### config.mk
export PLATFORM = sky130hd
export DESIGN_NAME = freq_scan_ctrl
export DESIGN_NICKNAME = d
export VERILOG_FILES = /design/src/rtl/freq_scan_pkg.sv /design/src/rtl/sync_edge_det.sv /design/src/rtl/freq_scan_ctrl.sv
export SDC_FILE = /design/constraint.sdc
export NUM_CORES = 1
export LEC_CHECK = 0
export CAP_MARGIN = 20
export CORE_UTILIZATION = 53
export CTS_BUF_LIST = sky130_fd_sc_hd__clkbuf_16
export CTS_CLUSTER_DIAMETER = 120
export DETAILED_ROUTE_END_ITERATION = 8
export PLACE_DENSITY = 0.84
export REMOVE_ABC_BUFFERS = 1
export SYNTH_ARGS = -nofsm -noshare
export SYNTH_HDL_FRONTEND = slang
export SYNTH_SLANG_ARGS = --single-unit
### constraint.sdc
create_clock -name clk_clk -period 9.7 [get_ports clk_clk]
set_input_delay 0.97 -clock clk_clk [delete_from_list [all_inputs] [get_ports clk_clk]]
set_output_delay 0.97 -clock clk_clk [all_outputs]
set_load 0.02 [all_outputs]
### src/rtl/freq_scan_pkg.sv
// Shared types and helpers for the frequency scan controller.
// Latency: n/a (types, constants and a combinational helper function only).
// Backpressure: n/a.
// Contents: scan FSM state enum, default channel count / result width,
//           and the round-robin next-channel priority search.
package freq_scan_pkg;

    typedef enum logic [2:0] {
        ST_IDLE,
        ST_SETTLE,
        ST_GATE,
        ST_STORE,
        ST_NEXT
    } state_t;

    localparam int NCH_DEF = 8;
    localparam int CW_DEF  = 24;
    localparam int MAX_CH  = 32;

    // Returns the first set mask bit strictly above cur, wrapping around
    // through bit 0. With a single set bit equal to cur, cur itself comes
    // back after a full lap. Passing cur = nch-1 yields the lowest set bit.
    // With an empty mask cur is returned unchanged.
    function automatic int unsigned next_ch(input logic [MAX_CH-1:0] mask,
                                            input int unsigned        cur,
                                            input int unsigned        nch);
        int unsigned idx;
        logic        found;
        next_ch = cur;
        found   = 1'b0;
        for (int unsigned i = 1; i <= MAX_CH; i++) begin
            idx = cur + i;
            if (idx >= nch) begin
                idx = idx - nch;
            end
            if (!found && (i <= nch) && mask[idx[4:0]]) begin
                next_ch = idx;
                found   = 1'b1;
            end
        end
    endfunction

endpackage

### src/rtl/sync_edge_det.sv
// Single-bit 2-flop synchronizer followed by a registered rising-edge detector.
// Latency: o_rise pulses 3 clk_clk cycles after a rising transition on i_sig.
// Backpressure: none; free-running, one-cycle pulse per detected edge.
// Ports: i_clk (clock), i_rst (async active-high reset), i_sig (async input),
//        o_rise (one-cycle rising-edge strobe, clock domain of i_clk).
module sync_edge_det (
    input  logic i_clk,
    input  logic i_rst,
    input  logic i_sig,
    output logic o_rise
);

    logic r_sync1;
    logic r_sync2;
    logic r_prev;
    logic r_rise;

    always_ff @(posedge i_clk or posedge i_rst) begin
        if (i_rst) begin
            r_sync1 <= 1'b0;
            r_sync2 <= 1'b0;
            r_prev  <= 1'b0;
            r_rise  <= 1'b0;
        end else begin
            r_sync1 <= i_sig;
            r_sync2 <= r_sync1;
            r_prev  <= r_sync2;
            // Registered so the counter sees a clean flop output.
            r_rise  <= r_sync2 & ~r_prev;
        end
    end

    assign o_rise = r_rise;

endmodule

### src/rtl/freq_scan_ctrl.sv
// Time-shared frequency counter: scans ch_mask channels, counting rising edges per gate window.
// Latency: one result per SETTLE_CYCLES + GATE_CYCLES + 2 cycles; done_pulse follows STORE by one edge.
// Backpressure: none; results overwrite freq_flat slices, enable=0 aborts the current measurement.
// Ports: clk_clk/reset_reset (clock, async active-high reset), enable (run/stop),
//        ch_mask (channels to scan), sig_in (async inputs), freq_flat (packed per-channel counts),
//        ovf (per-channel saturation), done_pulse/done_ch (result strobe + channel), busy (not IDLE).
module freq_scan_ctrl
    import freq_scan_pkg::*;
#(
    parameter  int NCH           = NCH_DEF,
    parameter  int CW            = CW_DEF,
    parameter  int GATE_CYCLES   = 5_000_000,
    parameter  int SETTLE_CYCLES = 16,
    localparam int CHW           = (NCH > 1) ? $clog2(NCH) : 1
) (
    input  logic              clk_clk,
    input  logic              reset_reset,
    input  logic              enable,
    input  logic [NCH-1:0]    ch_mask,
    input  logic [NCH-1:0]    sig_in,
    output logic [NCH*CW-1:0] freq_flat,
    output logic [NCH-1:0]    ovf,
    output logic              done_pulse,
    output logic [CHW-1:0]    done_ch,
    output logic              busy
);

    // One timer serves both the settle and gate windows.
    localparam int TMAX = (GATE_CYCLES > SETTLE_CYCLES) ? GATE_CYCLES : SETTLE_CYCLES;
    localparam int TW   = $clog2(TMAX + 1);

    state_t              r_state;
    state_t              w_state_nxt;
    logic [CHW-1:0]      r_ch;
    logic [TW-1:0]       r_tmr;
    logic [CW-1:0]       r_cnt;
    logic                r_sat;
    logic [NCH-1:0]      w_rise;
    logic [MAX_CH-1:0]   w_mask_ext;
    logic                w_settle_done;
    logic                w_gate_done;
    logic                w_tmr_run;
    logic                w_cnt_run;
    logic                w_store;
    logic                w_sel_load;
    logic [CHW-1:0]      w_sel_nxt;
    int unsigned         w_search_from;

    // Per-channel synchronizer + edge detector; all run continuously so a
    // channel's pipeline is already primed when it gets selected.
    for (genvar g = 0; g < NCH; g++) begin : g_sync
        sync_edge_det u_sync (
            .i_clk  (clk_clk),
            .i_rst  (reset_reset),
            .i_sig  (sig_in[g]),
            .o_rise (w_rise[g])
        );
    end

    assign w_mask_ext    = MAX_CH'(ch_mask);
    assign w_settle_done = (r_state == ST_SETTLE) && (r_tmr == TW'(SETTLE_CYCLES - 1));
    assign w_gate_done   = (r_state == ST_GATE)   && (r_tmr == TW'(GATE_CYCLES - 1));

    // ---------------- FSM: state register ----------------
    always_ff @(posedge clk_clk or posedge reset_reset) begin
        if (reset_reset) begin
            r_state <= ST_IDLE;
        end else begin
            r_state <= w_state_nxt;
        end
    end

    // ---------------- FSM: next-state logic ----------------
    always_comb begin
        w_state_nxt = r_state;
        if (!enable) begin
            w_state_nxt = ST_IDLE;
        end else begin
            case (r_state)
                ST_IDLE:   if (|ch_mask) w_state_nxt = ST_SETTLE;
                ST_SETTLE: if (w_settle_done) w_state_nxt = ST_GATE;
                ST_GATE:   if (w_gate_done) w_state_nxt = ST_STORE;
                ST_STORE:  w_state_nxt = ST_NEXT;
                ST_NEXT:   w_state_nxt = (|ch_mask) ? ST_SETTLE : ST_IDLE;
                default:   w_state_nxt = ST_IDLE;
            endcase
        end
    end

    // ---------------- FSM: outputs / datapath controls ----------------
    always_comb begin
        busy          = (r_state != ST_IDLE);
        w_tmr_run     = (r_state == ST_SETTLE) || (r_state == ST_GATE);
        w_cnt_run     = (r_state == ST_GATE);
        w_store       = (r_state == ST_STORE) && enable;
        // ch_mask is only consulted when leaving IDLE or NEXT.
        w_sel_load    = (w_state_nxt == ST_SETTLE) &&
                        ((r_state == ST_IDLE) || (r_state == ST_NEXT));
        // From IDLE start the search just below bit 0 to get the lowest set bit.
        w_search_from = (r_state == ST_IDLE) ? 32'(NCH - 1) : 32'(r_ch);
        w_sel_nxt     = CHW'(next_ch(w_mask_ext, w_search_from, NCH));
    end

    // Channel select and window timer.
    always_ff @(posedge clk_clk or posedge reset_reset) begin
        if (reset_reset) begin
            r_ch  <= '0;
            r_tmr <= '0;
        end else begin
            if (w_sel_load) begin
                r_ch <= w_sel_nxt;
            end
            if (w_tmr_run && !w_settle_done && !w_gate_done && enable) begin
                r_tmr <= r_tmr + 1'b1;
            end else begin
                r_tmr <= '0;
            end
        end
    end

    // Shared edge counter; held at zero outside the gate window, so it is
    // already clear on gate entry.
    always_ff @(posedge clk_clk or posedge reset_reset) begin
        if (reset_reset) begin
            r_cnt <= '0;
            r_sat <= 1'b0;
        end else if (!w_cnt_run) begin
            r_cnt <= '0;
            r_sat <= 1'b0;
        end else if (w_rise[r_ch]) begin
            if (!(&r_cnt)) begin
                r_cnt <= r_cnt + 1'b1;
            end
            // Flag as soon as the count reaches (or is already at) full scale.
            if (&(r_cnt | CW'(1))) begin
                r_sat <= 1'b1;
            end
        end
    end

    // Result registers: only the selected slice is written at STORE.
    always_ff @(posedge clk_clk or posedge reset_reset) begin
        if (reset_reset) begin
            freq_flat  <= '0;
            ovf        <= '0;
            done_pulse <= 1'b0;
            done_ch    <= '0;
        end else begin
            done_pulse <= w_store;
            if (w_store) begin
                done_ch <= r_ch;
                for (int k = 0; k < NCH; k++) begin
                    if (r_ch == CHW'(k)) begin
                        freq_flat[k*CW +: CW] <= r_cnt;
                        ovf[k]                <= r_sat;
                    end
                end
            end
        end
    end

endmodule

==> metrics.md <==
| Metric | Value |
|---|---|
| GRT Util Overall | 0.268 |
| CTS tree | built |
| Minimum setup slack among reg-to-reg paths | roughly 5800 ps |
| I/O pin total | 224 |
| EDFF count, synth | 0 |
| Reg2Reg Depth | 12 |
| First-pass GRT wire length | slightly below 50,000 um |
| Netlist cell types | 63 |
| Most common cell after layout, fill and taps aside | dfrtp_1 |
| Int Power | between 2 and 2.5 mW |
| # rows | 55 |
| Crit path max-delay family | compound AO/OA/AOI/OAI gates |
| Worst-margin pin slew | between 1000 and 1500 ps |
| Clock Power Share | 0.404 |
| Max Cap Violations | 0 |
| CP Data Required Time | slightly above 10,000 ps |
| Crit-path max FO | 19 |
| Synth Area per Inst | around 13 um^2 |
| Detail Route Antenna Nets | 0 |
| Routed len/inst | around 22 um |
| Total wire length | about 31,000 um |
| DRT Pass-1 Iters | 5 |
| Largest net degree at the start of global routing | 169 |
| Placed cells | 1,401 |
| CP Capture Type | flip-flop |
| Mapped cell area | between 0.01 and 0.015 mm^2 |
| Reg power frac | 0.458 |
| Top_reg_cell synth | dfrtp_1 |
| Layout cells sized above 1 | 0.245 |
| Clock H-tree levels | 1 |
| DR iter-0 viols | 540 |
| Synth async-reset ratio | 1.00 |
| Met3 Use GR | 0.0714 |
| Lkg Pwr | 7.26 nW |
| Slew Limit Fails | 0 |
| Synth Register Bits | 290 |
| ANT cells | 0 |
| Power, Total | between 2 and 3 mW |
| PwrDens | 174 mW/mm^2 |
| Hold Path Class | flip-flop to flip-flop |
| WP buf/inv | 1 |
| Fin util | 0.692 |
| Post-Synthesis Cells | approximately 940 |
| DR vias | roughly 8,300 |
| Number of port buffers | 223 |
| Die ar. | between 0.02 and 0.025 mm^2 |
| Post-cts sizing count | 0 |
| Worst-path clk slew | about 60 ps |
| Worst skew pair latency | ~550 ps |
| Fin. Hold Viols | 0 |
| Rel. slew slack | 0.303 |
| Vias in the first global route | about 8,800 |
| Commonest non-fill, non-tap cells in the layout | dfrtp_1 (290), clkdlybuf4s50_1 (223), mux2_2 (204) |
| Setup TNS | 0 ps |
| Post-CTS Setup Bufs | 0 |
| CTS hold repair buffers | 0 |
| P&R area growth vs syn | 27.9% |
| Slowest cell on the critical path | mux4_2 |
| Net Sw Frac | 0.265 |
| Global route overflow | 0 |
| Slowest stage delay, CP | 620 ps |
| FF-to-FF End | r_ch[2]$_DFFE_PP0P_ |
| Clock sinks | 290 |
| Met1 Usage GRT | 0.342 |
| Initial antenna violation count | 0 |
| Hold EP | g_sync[7].u_sync.r_sync2$_DFF_PP0_ |
| YS warnings | 0 |
| Hold_sp | g_sync[7].u_sync.r_sync1$_DFF_PP0_ |
| Layout Skew | about 12 ps |
| Clock Path Buffers | 3 |
| VDD IR max | 0.155 mV |
| Placer Congestion | approximately 0.9 |
| Post-synthesis sequential area ratio | 0.591 |
| Layout fillers | 1,538 |
| Worst r2r src | r_state[2]$_DFF_PP0_ |
| Post-detail-place hpwl | a little over 20,000 um |
| Core Footprint | roughly 0.023 mm^2 |
| Hold path depth | 0 |
| Final min period | approximately 3900 ps |
| Cell Count, Final, Fillers Out | between 1,000 and 1,500 |
| Status | finished, final reports clean |
| CTS Buf Count | 30 |
| Vias/cell | 5.71 |
| Met2 Usage GRT | 0.443 |
| Crit Path Category | flip-flop to flip-flop |
| Sw Pwr | just over 0.7 mW |
| Post-layout nets | 1,171 |
| Clk Tree Root Cell | clkbuf_16 |
| Drt drc | 0 |
| Data arrival, critical path | roughly 4300 ps |
| Final period util | 0.399 |
| CP startpoint kind | flip-flop |
| Cell Chain, Critical Path | nor3_4 -> inv_2 -> nand2b_1 -> ha_1 -> nor2_1 -> a221oi_4 -> mux4_2 -> a31oi_1 -> a41oi_1 -> o22ai_1 -> o211ai_1 -> a21oi_1 |
| GRT busiest layer | met2 |
| Final setup vio count | 0 |
| FMAX | roughly 260 MHz |
| Die H | approximately 150 um |
| Die Wd | about 150 um |
| Initial Util | 0.541 |
| RSZ-0062 raised after global routing | false |
| Logic pwr share | 0.138 |
==> state kept, by name (all words and copies together), names as in the netlist <==
register,count
g_sync.u_sync.o_rise,8
r_cnt,24
g_sync.u_sync.r_sync2,8
g_sync.u_sync.r_sync1,8
done_ch,3
freq_flat,192
r_sat,1
r_state,3
r_ch,3
r_tmr,23
ovf,8
done_pulse,1
g_sync.u_sync.r_prev,8
==> cell type report <==
type / count / area [um^2] / area share
sequential: 290 / 7260 / 0.462
multi-input combinational: 576 / 4740 / 0.302
timing repair buffer: 235 / 2340 / 0.149
clock buffer: 30 / 751 / 0.0478
tap: 285 / 357 / 0.0227
clock inverter: 25 / 201 / 0.0128
inverter: 15 / 63.8 / 0.00406
==> per-layer routing <==
layer,part of all wire,vias up,wire length [um]
li1,-,3728,-
met1,0.40,4212,12700
met2,0.48,303,15200
met3,0.080,74,2500
met4,0.032,0,1010
met5,0,-,0
==> power by group through the flow <==
stage	Sequential (mW)	Clock (mW)	Combinational, mW
detailed placement	1.27	0	0.374
global placement	1.27	0	0.374
global route	1.25	1.17	0.413
finish	1.25	1.10	0.377
CTS	1.25	1.12	0.375
floorplan	1.27	0	0.273
==> cell usage after synthesis, types with 13 or more instances <==
cell	number	area, um^2
dfrtp_1	290	7260
mux2_2	204	2300
nor2_1	71	267
clkbuf_1	48	180
nand2_1	39	146
nand3_1	31	155
xor2_1	28	245
nand4_1	18	113
nor2b_1	17	106
xnor2_1	16	140
o21ai_0	14	70.1
and3_1	13	81.3
==> per-stage QoR <==
stage          setup slack [ps]  hold WS (ps)  instance area (um^2)
6_report                   5830           345                 15700
3_5_place_dp               5630           335                 14800
5_1_grt                    5570           352                 15700
3_3_place_gp               5720           333                 14700
2_1_floorplan               724           331                 12000
4_1_cts                    5900           348                 15700
==> worst max path at each step <==
| stage | startpoint | end | slack (ps) | cells past startpoint |
|---|---|---|---|---|
| after floorplan | reset_reset | done_ch[0]$_DFFE_PP0P_ | 720 | 1 |
| after global placement | enable | freq_flat[86]$_DFFE_PP0P_ | 5720 | 7 |
| after detailed placement | enable | freq_flat[85]$_DFFE_PP0P_ | 5630 | 7 |
| after CTS | r_state[2]$_DFF_PP0_ | r_ch[2]$_DFFE_PP0P_ | 5900 | 12 |
| after global routing | r_state[2]$_DFF_PP0_ | r_ch[2]$_DFFE_PP0P_ | 5570 | 12 |
| final | r_state[2]$_DFF_PP0_ | r_ch[2]$_DFFE_PP0P_ | 5830 | 12 |
==> cells by family after synthesis <==
kind of cell	share of synthesized area
AO/OA/AOI/OAI	0.0406
XOR/XNOR	0.0314
adder cells (fa/ha/maj)	0.00407
buffers and inverters	0.0258
flip-flops	0.591
multiplexers	0.202
AND/OR/NAND/NOR	0.105
Note: power is estimated with default switching activity, not from simulation.
==> patch: new RTL, config.mk and constraints unchanged <==
The 5 states of `state_t` get a one-hot encoding in 5 bits.
--- a/src/rtl/freq_scan_pkg.sv
+++ b/src/rtl/freq_scan_pkg.sv
@@ -6,10 +6,10 @@
 package freq_scan_pkg;
 
-    typedef enum logic [2:0] {
-        ST_IDLE,
-        ST_SETTLE,
-        ST_GATE,
-        ST_STORE,
-        ST_NEXT
+    typedef enum logic [4:0] {
+        ST_IDLE   = 5'b00001,
+        ST_SETTLE = 5'b00010,
+        ST_GATE   = 5'b00100,
+        ST_STORE  = 5'b01000,
+        ST_NEXT   = 5'b10000
     } state_t;
 
Check against the original RTL: no difference found for any inputs over 4 cycles, from zero or initial values and one cycle with reset_reset high; so few cycles prove little.
==> patch against the unedited design <==
Sequential share of layout area down 0.43 points; sequential cell count is 2 higher; global-route usage is 1.1 points lower; setup slack lost 0.33 ns; total power is 5.5% higher; design area increased by 1.6%; routed wire length shrank 3.9%; synthesized area grew 1.8%.
==> patch: results (changes against the unedited design) <==
count of cell types in the netlist: 71 (was 63)
WL/cell: 20.1 um (was 21.6 um)
post-synthesis mux area share: 0.202 (about the same)
setup slack at placement: 5.61 ns (was 5.63 ns)
Synth area leaders: dfrtp_1, mux2_2, nor2_1, clkbuf_1, xor2_1 (was dfrtp_1, mux2_2, nor2_1, xor2_1, clkbuf_1)
crit-path leading delay family: simple AND/OR/NAND/NOR gates (was compound AO/OA/AOI/OAI gates)
adder-cell share of the synthesized area: 0.00400 (was 0.00407)
GRT Util Overall: 0.257 (was 0.268)
Worst Max-Slew Pin Slew: 0.987 ns (was 1.04 ns)
syn avg cell area: 13.0 um^2 (was 13.1 um^2)
HPWL Detailed: 19.8 mm (was 20.6 mm)
Iteration-0 DRC Markers: 504 (was 540)
final WL: 30.2 mm (was 31.4 mm)
Clock Skew: 0.0139 ns (was 0.0121 ns)
worst hold path startpoint: g_sync[2].u_sync.r_sync1 (was g_sync[7].u_sync.r_sync1)
Final #Nets: 1189 (was 1171)
vias: 8344 (was 8317)
synth cell count leaders: dfrtp_1, mux2_2, nor2_1 (unchanged)
first-pass GRT wire length: 48.4 mm (was 49.5 mm)
Reg area: 7310 um^2 (was 7260 um^2)
leakage: 0.00724 uW (was 0.00726 uW)
critical path's slowest cell: or3b_1 (was mux4_2)
FF-to-FF Start: r_state[0] (was r_state[2])
Setup crit end: r_ch[0] (was r_ch[2])
status: finished, final reports clean (unchanged)
r2r setup slk: 5.51 ns (was 5.83 ns)
R2R depth: 13 (was 12)
WHS Endpoint: g_sync[2].u_sync.r_sync2 (was g_sync[7].u_sync.r_sync2)
Worst Path Arrival: 4.64 ns (was 4.34 ns)
XOR/XNOR Fraction of Synth Area: 0.0294 (was 0.0314)
Placement Cell Area: 15000 um^2 (was 14800 um^2)
Placed Instances: 1446 (was 1401)
f_max: 0.238 GHz (was 0.259 GHz)
largest net degree at the start of global routing: 131 (was 169)
post-synthesis compound-gate area fraction: 0.0495 (was 0.0406)
vias in the first global route: 8647 (was 8759)
[patch: cell count changes after synthesis, sizes merged, moves of 7 or more]
cell,before,now
nor3,10,21
nor3b,0,8
o21ai,15,22
mux2i,4,14
a21oi,6,16
or3,1,11
nor2b,17,10
nand3,31,21
[patch: layer usage]
| metal | wire length, um | up-vias | global-route usage |
|---|---|---|---|
| met5 | 0 | - | 0 |
| met2 | 14400 | 259 | 0.415 |
| met3 | 2350 | 51 | 0.0736 |
| met4 | 769 | 0 | 0.0738 |
| met1 | 12600 | 4230 | 0.341 |
| li1 | - | 3804 | - |
[patch: layout make-up]
class / count / area share
Inverter: 14 / 0.00392
Clock inverter: 23 / 0.0135
Clock buffer: 30 / 0.0470
Sequential cell: 292 / 0.458
Timing Repair Buffer: 235 / 0.147
Tap cell: 313 / 0.0245
Multi-Input combinational cell: 593 / 0.307
[patch: report_power, final]
part | total [uW] | internal (uW) | switching [uW]
combinational | 499 | 202 | 297
sequential | 1250 | 1230 | 14.9
clock | 1140 | 665 | 471
